## config.mk

```make
export PLATFORM = sky130hd
export DESIGN_NAME = posit_activation_pipe
export DESIGN_NICKNAME = d
export VERILOG_FILES = /design/src/rtl/posit_act_pkg.sv /design/src/rtl/posit_act_lane.sv /design/src/rtl/posit_activation_pipe.sv
export SDC_FILE = /design/constraint.sdc
export NUM_CORES = 1
export LEC_CHECK = 0
export BUFFER_PORTS_ARGS = -buffer_cell sky130_fd_sc_hd__buf_2
export CORE_MARGIN = 5
export CORE_UTILIZATION = 40
export CTS_CLUSTER_DIAMETER = 50
export DETAILED_ROUTE_END_ITERATION = 12
export PLACE_DENSITY = 0.59
export RECOVER_POWER = 50
export SLEW_MARGIN = 10
export SYNTH_ARGS = -nofsm -noshare
export SYNTH_HDL_FRONTEND = slang
export SYNTH_HIERARCHICAL = 1
export SYNTH_SLANG_ARGS = --single-unit
```

## constraint.sdc

```tcl
create_clock -name clk -period 2.5 [get_ports clk]
set_clock_uncertainty 0.2 [all_clocks]
set_input_delay 0.5 -clock clk [delete_from_list [all_inputs] [get_ports clk]]
set_output_delay 0.5 -clock clk [all_outputs]
set_load 0.02 [all_outputs]
```

## src/rtl/posit_act_pkg.sv

```systemverilog
// Shared types and constants for the posit activation pipeline (es = 0).
// The mode encoding matches the s_mode_i port bit for bit.
package posit_act_pkg;

    typedef enum logic [1:0] {
        ACT_BYPASS    = 2'b00,
        ACT_SIGMOID   = 2'b01,
        ACT_RELU      = 2'b10,
        ACT_SIGMOID_C = 2'b11
    } act_mode_e;

    // NaR is the sign bit alone: 1 followed by width-1 zeros.
    function automatic logic [31:0] nar_of(input int unsigned width);
        return 32'h1 << (width - 1);
    endfunction

endpackage

```

## src/rtl/posit_act_lane.sv

```systemverilog
// Combinational activation for one posit lane (es = 0).
// Optional feature macro: POSIT_ACT_NAR_EN (NaR lanes pass through as NaR).
module posit_act_lane
    import posit_act_pkg::*;
#(
    parameter int POSIT_WIDTH = 16
) (
    input  logic [POSIT_WIDTH-1:0] posit,
    input  act_mode_e              mode,
    output logic [POSIT_WIDTH-1:0] result
);

    // Two's-complement negation feeds the complemented sigmoid: sigmoid(-x).
    logic [POSIT_WIDTH-1:0] neg;
    assign neg = -posit;

`ifdef POSIT_ACT_NAR_EN
    localparam logic [POSIT_WIDTH-1:0] NAR = POSIT_WIDTH'(nar_of(POSIT_WIDTH));
`endif

    // Mode select; the fast sigmoid flips the sign bit and shifts right by two.
    always_comb begin
        result = posit;
        case (mode)
            ACT_BYPASS:    result = posit;
            ACT_SIGMOID:   result = {~posit[POSIT_WIDTH-1], posit[POSIT_WIDTH-2:0]} >> 2;
            ACT_RELU:      result = posit[POSIT_WIDTH-1] ? '0 : posit;
            ACT_SIGMOID_C: result = {~neg[POSIT_WIDTH-1], neg[POSIT_WIDTH-2:0]} >> 2;
            default:       result = posit;
        endcase
`ifdef POSIT_ACT_NAR_EN
        if (posit == NAR) result = NAR;
`endif
    end

endmodule

```

## src/rtl/posit_activation_pipe.sv

```systemverilog
// Multi-lane posit activation unit with a two-stage elastic pipeline.
// Optional feature macro: POSIT_ACT_NAR_EN (NaR propagation and NaR beat counter).
//
// Handshake: a beat moves across an interface in a cycle where valid and
// ready are both high at the rising edge. Once valid is raised it stays high
// and the payload stays stable until accepted. s_ready_o is combinational from
// m_ready_i (en2 = ~v2 | m_ready_i, en1 = ~v1 | en2, s_ready_o = en1).
module posit_activation_pipe
    import posit_act_pkg::*;
#(
    parameter int POSIT_WIDTH = 16,
    parameter int LANES       = 4,
    parameter int CNT_WIDTH   = 16
) (
    input  logic                         clk,
    input  logic                         rst_n,
    input  logic                         clear_i,
    input  logic                         s_valid_i,
    output logic                         s_ready_o,
    input  logic [1:0]                   s_mode_i,
    input  logic [LANES*POSIT_WIDTH-1:0] s_posit_i,
    output logic                         m_valid_o,
    input  logic                         m_ready_i,
    output logic [LANES*POSIT_WIDTH-1:0] m_posit_o,
    output logic [CNT_WIDTH-1:0]         nar_count_o
);

    localparam int DW = LANES * POSIT_WIDTH;

    logic          v1, v2, en1, en2;
    act_mode_e     mode1;
    logic [DW-1:0] data1, data2, lane_out;

    assign en2       = ~v2 | m_ready_i;
    assign en1       = ~v1 | en2;
    assign s_ready_o = en1;
    assign m_valid_o = v2;
    assign m_posit_o = data2;

    // Stage 1 captures the raw lanes and the mode that travels with them.
    always_ff @(posedge clk or negedge rst_n) begin
        if (!rst_n) begin
            v1    <= 1'b0;
            mode1 <= ACT_BYPASS;
            data1 <= '0;
        end else if (en1) begin
            v1 <= s_valid_i;
            if (s_valid_i) begin
                mode1 <= act_mode_e'(s_mode_i);
                data1 <= s_posit_i;
            end
        end
    end

    for (genvar k = 0; k < LANES; k++) begin : g_lane
        posit_act_lane #(
            .POSIT_WIDTH(POSIT_WIDTH)
        ) u_lane (
            .posit (data1[k*POSIT_WIDTH +: POSIT_WIDTH]),
            .mode  (mode1),
            .result(lane_out[k*POSIT_WIDTH +: POSIT_WIDTH])
        );
    end

    // Stage 2 holds computed lanes; it only loads when it is free or draining.
    always_ff @(posedge clk or negedge rst_n) begin
        if (!rst_n) begin
            v2    <= 1'b0;
            data2 <= '0;
        end else if (en2) begin
            v2 <= v1;
            if (v1) data2 <= lane_out;
        end
    end

`ifdef POSIT_ACT_NAR_EN
    localparam logic [POSIT_WIDTH-1:0] NAR = POSIT_WIDTH'(nar_of(POSIT_WIDTH));

    logic                 any_nar;
    logic [CNT_WIDTH-1:0] nar_count;

    // Flag an incoming beat that carries NaR in any lane.
    always_comb begin
        any_nar = 1'b0;
        for (int k = 0; k < LANES; k++) begin
            if (s_posit_i[k*POSIT_WIDTH +: POSIT_WIDTH] == NAR) any_nar = 1'b1;
        end
    end

    // Saturating count of accepted NaR beats; clear wins over an increment.
    always_ff @(posedge clk or negedge rst_n) begin
        if (!rst_n) begin
            nar_count <= '0;
        end else if (clear_i) begin
            nar_count <= '0;
        end else if (s_valid_i && en1 && any_nar && !(&nar_count)) begin
            nar_count <= nar_count + CNT_WIDTH'(1);
        end
    end

    assign nar_count_o = nar_count;
`else
    logic unused_clear;
    assign unused_clear = clear_i;
    assign nar_count_o  = '0;
`endif

endmodule

```

==> results of run 1 <==
==> worst register-to-register path, stage by stage (launching register included) <==
cell     delay (ns)
dfrtp_1        0.46
nor4_4         0.37
nand2_2        0.18
o41a_1         0.38
xor2_1         0.16
a22o_1         0.18
mux2_2         0.25
==> metrics by stage <==
step | util, % | hold WS (ns) | cell area, sq um
after global placement | 45.3 | 0.283 | 8440
after global routing | 48.1 | 0.0925 | 8980
final | 48.1 | 0.101 | 8980
after detailed placement | 45.3 | 0.287 | 8440
after floorplan | - | 0.00441 | 7600
after CTS | 48.6 | 0.0921 | 9050
==> cell usage in the layout, fill, tap and decap left out, drive strengths merged, types with 20 or more instances in the layout <==
| cell | Yosys | routed |
|---|---|---|
| a211oi | 20 | 20 |
| a21oi | 68 | 68 |
| buf | 36 | 139 |
| clkbuf | 25 | 44 |
| dfrtp | 132 | 132 |
| mux2 | 130 | 130 |
| nand2 | 34 | 34 |
| nand3 | 24 | 24 |
| nor2 | 36 | 36 |
| o21ai | 32 | 32 |
==> flip-flops by register name, indices dropped and copies added, names as in the netlist <==
name	flops
m_valid_o	1
data1	64
v1	1
m_posit_o	64
mode1	2
==> final cells by class <==
class,count,area [sq um]
flip-flops and latches,132,3310
multi-input cells,480,3800
clock inverters,9,126
well taps,234,293
clock buffers,23,478
fillers,1745,9670
repair buffers,161,972
==> metal layers <==
metal	vias up	global-route usage, %	share of wire [%]
met5	-	0	0
met4	0	4.29	1.6
met3	17	4.57	4.7
met2	149	27.6	49
met1	2757	21.7	45
li1	2684	-	-
==> power breakdown <==
part	leakage [nW]	internal (mW)	switching, mW
logic	2.03	1.20	1.46
clock network	0.297	1.64	0.911
registers	1.55	2.69	0.543
==> how the worst max path moves through the flow <==
stage                     startpoint       endpoint  slack (ns)  depth (start not counted)
after floorplan            data1[21]  m_posit_o[24]        0.40                          6
after global placement     data1[37]  m_posit_o[40]        0.28                          6
after detailed placement   data1[21]  m_posit_o[24]        0.21                          6
after CTS                  data1[21]  m_posit_o[24]        0.20                          6
after global routing       data1[21]  m_posit_o[24]         0.1                          6
final                      data1[21]  m_posit_o[24]        0.21                          6
==> cell families (layout without fill, tap and decap cells) <==
logic type | after synthesis | count (layout) | share of synthesized area [%]
and+or+nand+nor | 146 | 146 | 11.7
other | 1 | 16 | 0.0497
buffers and inverters | 61 | 193 | 5.97
DFF | 132 | 132 | 43.8
muxes | 130 | 130 | 21.4
xor gates and xnor gates | 16 | 16 | 1.86
AOI/OAI and AO/OA | 172 | 172 | 15.2
==> run_results.csv, run 1 <==
group,metric,value,unit
clock_network,cts_tree,"built",
synth,synthCells,658,
hold_path,min_from,"s_posit_i[42]",
clock_network,clockBufferDepth,2,
worst_setup_path,path_cells,"nor4_4 -> nand2_2 -> o41a_1 -> xor2_1 -> a22o_1 -> mux2_2",
timing,fin_crit,2.29,ns
pwr,total_power,8.44,mW
worst_setup_path,max_stage_delay,0.46,ns
worst_setup_path,cp.arrival,2.39,ns
worst_setup_path,reg2reg_depth,6,
timing,setup_viol,0,
floorplanning,die_y,147,microns
clock_network,cts.repair.resized,0,
routing,vias,5607,
clock_network,cts_hold_buf,1,
hold_path,min_path_type,"input port to flop",
synth,synthArstFlopShare,100,%
synth,yosysMostFrequentCell,"dfrtp_1",
worst_setup_path,path_delay_family,"compound AO/OA/AOI/OAI gates",
synth,synth_flop_cell,"dfrtp_1",
routing,wl_per_cell,17.5,microns
floorplanning,initial_core_util,40.4,%
worst_setup_path,worst-path-max-fanout,9,
clock_network,clock_latency,0.41,ns
placed_design,place_ws,0.206,ns
synth,synth_top_area_share,43.8,%
timing,relSlewSlack,37.4,%
synth,syn_avg_cell_area,11.5,sq um
hold_path,hold-path-cell-count,2,
finish,area_growth,19.0,%
clock_network,numCtsBuffers,17,
timing,tns,0,ns
synth,synth_common_cells,"dfrtp_1, mux2_2, a21oi_1, mux2_4, nor2_1",
routing,drc_errors,0,
worst_setup_path,worstPathRequired,2.59,ns
hold_path,whs_endpoint,"data1[42]",
pwr,p_leak,3.88,nW
worst_setup_path,regToRegStartpoint,"data1[21]",
global_routing,grt_pass1_vias,5629,
routing,dr.pass1.iters,4,
pwr,peakVddDrop,0.504,mV
finish,drive_above_1_share,39.6,%
worst_setup_path,r2r_slack,0.21,ns
routing,drt-initial-drc-count,238,
timing,hold_viol_final,0,
routing,viasPerCell,5.40,
finish,final_cells,1039,
floorplanning,core,18600,sq um
worst_setup_path,crit_buf_inv,0,
finish,diodes,0,
worst_setup_path,cp-end-kind,"flop",
placed_design,hpwl,12900,microns
synth,ys_warn_count,6,
routing,ant_nets,0,
clock_network,cts_sinks,132,
global_routing,antenna_found_initial,0,
run,drv_cap,0,
worst_setup_path,cpMaxStageDelayCell,"dfrtp_1",
global_routing,grt_max_degree,43,
finish,nets,863,
synth,synth_cell_types,40,
clock_network,htreeDepth,4,
synth,yosysSeqAreaShare,43.8,%
floorplanning,io_pins,153,
synth,synth_top_area_cell,"dfrtp_1",
status,status,"finished clean",
global_routing,grt.overflow.total,0,
placed_design,finalWeightedCongestion,0.876,
placed_design,dp.cells,1006,
timing,tightest_slew,0.937,ns
synth,ys_ff_latch,132,
worst_setup_path,worst-setup-path-type,"flop to flop",
floorplanning,num_rows,50,
timing,layout_setup_ws,0.206,ns
global_routing,grt.total_usage,16.7,%
floorplanning,die_w,147,microns
worst_setup_path,cp-start-kind,"flop",
floorplanning,die_area,21700,sq um
timing,max_freq,436,MHz
synth,synth_area_leaders,"dfrtp_1, mux2_2, mux2_4",
timing,drv_slew,0,
clock_network,post_cts_buffers,0,
global_routing,grt_pass1_wl,29400,microns
timing,timing.final.crit_share,91.7,%
routing,drt_wl_total,18200,microns
clock_network,clk_pin_slew,0.05,ns
synth,syn-cell-area,7540,sq um
worst_setup_path,r2r-end,"m_posit_o[24]",
clock_network,cts_root_buf,"clkbuf_16",
timing,rsz0062_at_grt,"false",
placed_design,io_buffers,135,
pwr,p_per_area,940,nW/um^2
synth,synth-edff-count,0,
Power figures use the tool's default switching activity.
==> inputs of run 2 (changes only) <==
Settings changed: CORE_UTILIZATION 40 to 55, PLACE_DENSITY 0.59 to 0.78, RECOVER_POWER 50 to 100.
==> run_results.csv, run 2 (synthesized netlist as in run 1, its figures left out) <==
group,metric,value,unit
status,status,"finished clean",
pwr,clkPwrFrac,29.1,%
routing,drt-initial-drc-count,460,
timing,tns,0,ns
clock_network,clockBufferDepth,2,
finish,fillers,1118,
pwr,p_switching,2.83,mW
pwr,p_per_area,941,nW/um^2
floorplanning,initial_core_util,56.5,%
timing,relSlewSlack,28.1,%
clock_network,htreeDepth,4,
timing,hold_viol_final,0,
placed_design,place_area,8300,sq um
worst_setup_path,cp-end-kind,"flop",
clock_network,cts_tree,"built",
routing,vias,5701,
routing,viasPerCell,5.84,
pwr,power_frac_comb,30.5,%
timing,tightest_slew,1.08,ns
timing,fin_crit,2.34,ns
pwr,p_sw_share,35.3,%
placed_design,io_buffers,135,
clock_network,clock_latency,0.41,ns
floorplanning,die_w,127,microns
hold_path,hold-path-cell-count,2,
worst_setup_path,cp.arrival,2.44,ns
timing,rsz0062_at_grt,"false",
run,drv_cap,0,
floorplanning,core,13300,sq um
placed_design,dp.cells,946,
pwr,power_frac_seq,40.4,%
timing,drv_slew,0,
global_routing,grt.overflow.total,0,
clock_network,post_cts_buffers,0,
clock_network,cts_root_buf,"clkbuf_16",
routing,dr.pass1.iters,6,
worst_setup_path,worst-path-max-fanout,9,
timing,timing.final.crit_share,93.7,%
timing,setup_viol,0,
routing,ant_nets,0,
pwr,peakVddDrop,0.583,mV
pwr,total_power,8.03,mW
timing,holdWs,0.0964,ns
global_routing,grt.total_usage,21.9,%
global_routing,grt_pass1_wl,28800,microns
finish,final_common_cell,"dfrtp_1",
routing,wl_per_cell,17.8,microns
global_routing,grt_pass1_vias,5780,
routing,drt_wl_total,17300,microns
worst_setup_path,worst-setup-path-type,"flop to flop",
clock_network,numCtsBuffers,17,
clock_network,cts.repair.resized,0,
finish,finalInstanceArea,8540,sq um
worst_setup_path,r2r_slack,0.16,ns
clock_network,clk_pin_slew,0.06,ns
finish,final_cell_mix,"dfrtp_1, mux2_2, clkbuf_1, buf_2, a21oi_1",
floorplanning,die_y,127,microns
placed_design,finalWeightedCongestion,0.866,
worst_setup_path,worstPathRequired,2.59,ns
pwr,p_leak,3.53,nW
clock_network,cts_sinks,132,
finish,nets,861,
pwr,internal_power,5.20,mW
floorplanning,io_pins,153,
finish,diodes,0,
worst_setup_path,reg2reg_depth,6,
worst_setup_path,cp-start-kind,"flop",
clock_network,cts_hold_buf,1,
timing,max_freq,427,MHz
routing,drc_errors,0,
finish,drive_above_1_share,28.2,%
floorplanning,die_area,16200,sq um
finish,area_growth,13.2,%
placed_design,hpwl,12200,microns
global_routing,grt_max_degree,41,
finish,final_cells,976,
hold_path,min_path_type,"input port to flop",
floorplanning,num_rows,42,
global_routing,antenna_found_initial,0,
run 2: final cells by class:
cell class                      count  area (sq um)  area share, %
Sequential cell                   132          3310           38.7
Tap cell                          176           220           2.58
Timing Repair Buffer              159           813           9.53
Clock inverter                      6          80.1          0.938
Multi-Input combinational cell    480          3650           42.8
Clock buffer                       23           468           5.48
run 2: routing by layer:
| layer | wire, microns | track usage (%) | vias up |
|---|---|---|---|
| met5 | 0 | 0 | - |
| met4 | 206 | 7.76 | 0 |
| met3 | 981 | 5.55 | 22 |
| met2 | 8630 | 36.2 | 196 |
| met1 | 7530 | 28.1 | 2809 |
| li1 | - | - | 2674 |
run 2: worst max-delay path: stages (launching register included):
cell and delay (ns):
dfrtp_1 0.48, nor4_1 0.49, nand4b_1 0.27, o21ai_1 0.23, xor2_1 0.19, a21oi_1 0.10
mux2_2 0.26
run 2: final timing paths:
| path | from | end |
|---|---|---|
| setup / recovery | data1[39] | m_posit_o[43] |
| hold reg to reg | m_posit_o[18] | m_posit_o[18] |
| setup reg to reg | data1[39] | m_posit_o[43] |
| min in group asynchronous | rst_n | m_posit_o[30] |
| max in group asynchronous | rst_n | data1[45] |
| hold / removal | s_posit_i[55] | data1[55] |
run 2: power groups by stage:
| stage | clock [mW] | combinational (mW) | sequential (mW) |
|---|---|---|---|
| after floorplan | 0 | 1.48 | 3.60 |
| after global placement | 0 | 2.61 | 3.22 |
| after global routing | 2.49 | 2.67 | 3.33 |
| final | 2.34 | 2.45 | 3.24 |
| after detailed placement | 0 | 2.68 | 3.27 |
| after CTS | 2.39 | 2.70 | 3.24 |
run 2: metrics by stage:
stage	setup slack, ns	utilization [%]
2_1_floorplan	0.395	-
6_report	0.158	64.0
5_1_grt	0.0403	64.0
4_1_cts	0.228	66.4
3_5_place_dp	0.256	62.2
3_3_place_gp	0.295	62.2
==> inputs of run 3 (changes only) <==
==> constraint.sdc (replaced) <==
create_clock -name clk -period 2.5 [get_ports clk]
set_clock_uncertainty 0.2 [all_clocks]
set_input_delay 0.375 -clock clk [delete_from_list [all_inputs] [get_ports clk]]
set_output_delay 0.375 -clock clk [all_outputs]
set_load 0.02 [all_outputs]
==> run_results.csv, run 3 (synthesized netlist as in run 1, its figures left out) <==
group,metric,value,unit
routing,drt-initial-drc-count,630,
worst_setup_path,max_stage_delay,0.44,ns
worst_setup_path,path_delay_family,"simple AND/OR/NAND/NOR gates",
global_routing,antenna_found_initial,0,
timing,drv_slew,0,
finish,area_growth,22.9,%
placed_design,finalWeightedCongestion,0.875,
worst_setup_path,worst-path-max-fanout,5,
finish,nets,920,
timing,max_freq,418,MHz
finish,drive_above_1_share,27.7,%
clock_network,cts_tree,"built",
clock_network,numCtsBuffers,17,
worst_setup_path,crit_buf_inv,0,
status,status,"finished clean",
timing,rsz0062_at_grt,"false",
routing,wl_per_cell,18.2,microns
clock_network,post_cts_buffers,0,
worst_setup_path,worst-setup-path-type,"flop to flop",
clock_network,clockBufferDepth,2,
routing,viasPerCell,5.85,
timing,relSlewSlack,25.0,%
worst_setup_path,cp-start-kind,"flop",
pwr,p_leak,3.86,nW
routing,ant_nets,0,
routing,drt_wl_total,18900,microns
timing,setup_viol,0,
pwr,peakVddDrop,0.563,mV
floorplanning,initial_core_util,56.5,%
worst_setup_path,cp_common_cell,"or3_1",
placed_design,dp.cells,946,
clock_network,cts_sinks,132,
global_routing,grt_pass1_wl,31500,microns
clock_network,cts_root_buf,"clkbuf_16",
routing,vias,6073,
worst_setup_path,cp.arrival,2.50,ns
finish,final_common_cell,"dfrtp_1",
global_routing,grt.overflow.total,0,
clock_network,clk_pin_slew,0.06,ns
worst_setup_path,cp-end-kind,"flop",
worst_setup_path,cpMaxStageDelayCell,"dfrtp_1",
timing,timing.final.crit_share,95.8,%
floorplanning,die_area,16200,sq um
timing,tns,0,ns
floorplanning,num_rows,42,
timing,hold_viol_final,0,
pwr,p_per_area,938,nW/um^2
placed_design,io_buffers,135,
floorplanning,die_y,127,microns
worst_setup_path,worstPathRequired,2.61,ns
finish,final_cell_mix,"dfrtp_1, mux2_2, clkbuf_1, a21oi_1, buf_2",
pwr,total_power,8.70,mW
clock_network,htreeDepth,4,
finish,fillers,997,
placed_design,hpwl,12500,microns
finish,final_cells,1038,
floorplanning,die_w,127,microns
hold_path,min_path_type,"input port to flop",
global_routing,grt_pass1_vias,6200,
routing,dr.pass1.iters,5,
clock_network,clock_latency,0.42,ns
global_routing,grt_max_degree,44,
routing,drc_errors,0,
timing,tightest_slew,1.13,ns
finish,diodes,0,
global_routing,grt.total_usage,23.9,%
timing,fin_crit,2.39,ns
run,drv_cap,0,
worst_setup_path,path_cells,"or3_1 -> or3_1 -> o21ai_0 -> xor2_1 -> a21oi_1 -> mux2_2",
floorplanning,io_pins,153,
floorplanning,core,13300,sq um
-- run 3: changes by cell type in the layout (fill, tap and decap cells not counted), moves of 2 or more --
cell	before	now
buf_4	10	12
bufinv_16	2	6
clkbuf_1	74	69
clkinv_2	4	2
clkinv_4	0	2
dlygate4sd3_1	1	60
nand2_1	32	29
nand2_2	1	4
nor4_2	0	3
nor4_4	7	5
o21ai_0	25	27
o21ai_1	7	5
-- run 3: final timing paths --
check / startpoint / end / slack [ns] / cells after the start
min in group asynchronous: rst_n / m_posit_o[30] / 0.50 / 2
worst max register to register: data1[48] / m_posit_o[52] / 0.11 / 6
max in group asynchronous: rst_n / m_posit_o[9] / 0.63 / 3
worst min register to register: m_posit_o[9] / m_posit_o[9] / 0.31 / 1
worst max-delay path: data1[48] / m_posit_o[52] / 0.11 / 6
worst min-delay path: s_posit_i[27] / data1[27] / 0.001 / 2
-- run 3: layout make-up --
type,instances,area [sq um],share of cell area (%)
clock buffer,20,467,5.03
tap,176,220,2.38
multi-input combinational,480,3660,39.5
sequential,132,3310,35.7
clock inverter,12,224,2.42
timing repair buffer,218,1400,15.0
-- run 3: layer usage --
metal / GRT usage, % / wire (microns) / vias to the layer above
met5: 0 / 0 / -
met4: 9.09 / 466 / 0
met3: 5.34 / 1220 / 42
met2: 40.7 / 9540 / 279
met1: 29.9 / 7660 / 2946
li1: - / - / 2806
-- run 3: through the flow --
step                      util [%]  instance area (sq um)  hold WS (ns)  worst slack, ns
after CTS                     71.9                   9590       0.00165            0.230
after floorplan                  -                   7600        -0.121            0.395
after detailed placement      62.2                   8300         0.216            0.230
after global placement        62.2                   8300         0.202            0.295
after global routing          69.5                   9270       0.00187           0.0463
final                         69.5                   9270       0.00104            0.105
-- run 3: power breakdown --
part	total, mW	internal [mW]	switching, mW
logic	2.55	1.08	1.47
clock network	2.90	1.95	0.949
registers	3.24	2.68	0.561
-- run 3: repair_timing --
| action | in CTS | in global routing |
|---|---|---|
| hold buffers | 60 | 0 |
| resized for setup | 0 | 0 |
| hold endpoints to repair | 97 | 0 |
| endpoints found under the setup margin | 0 | 0 |
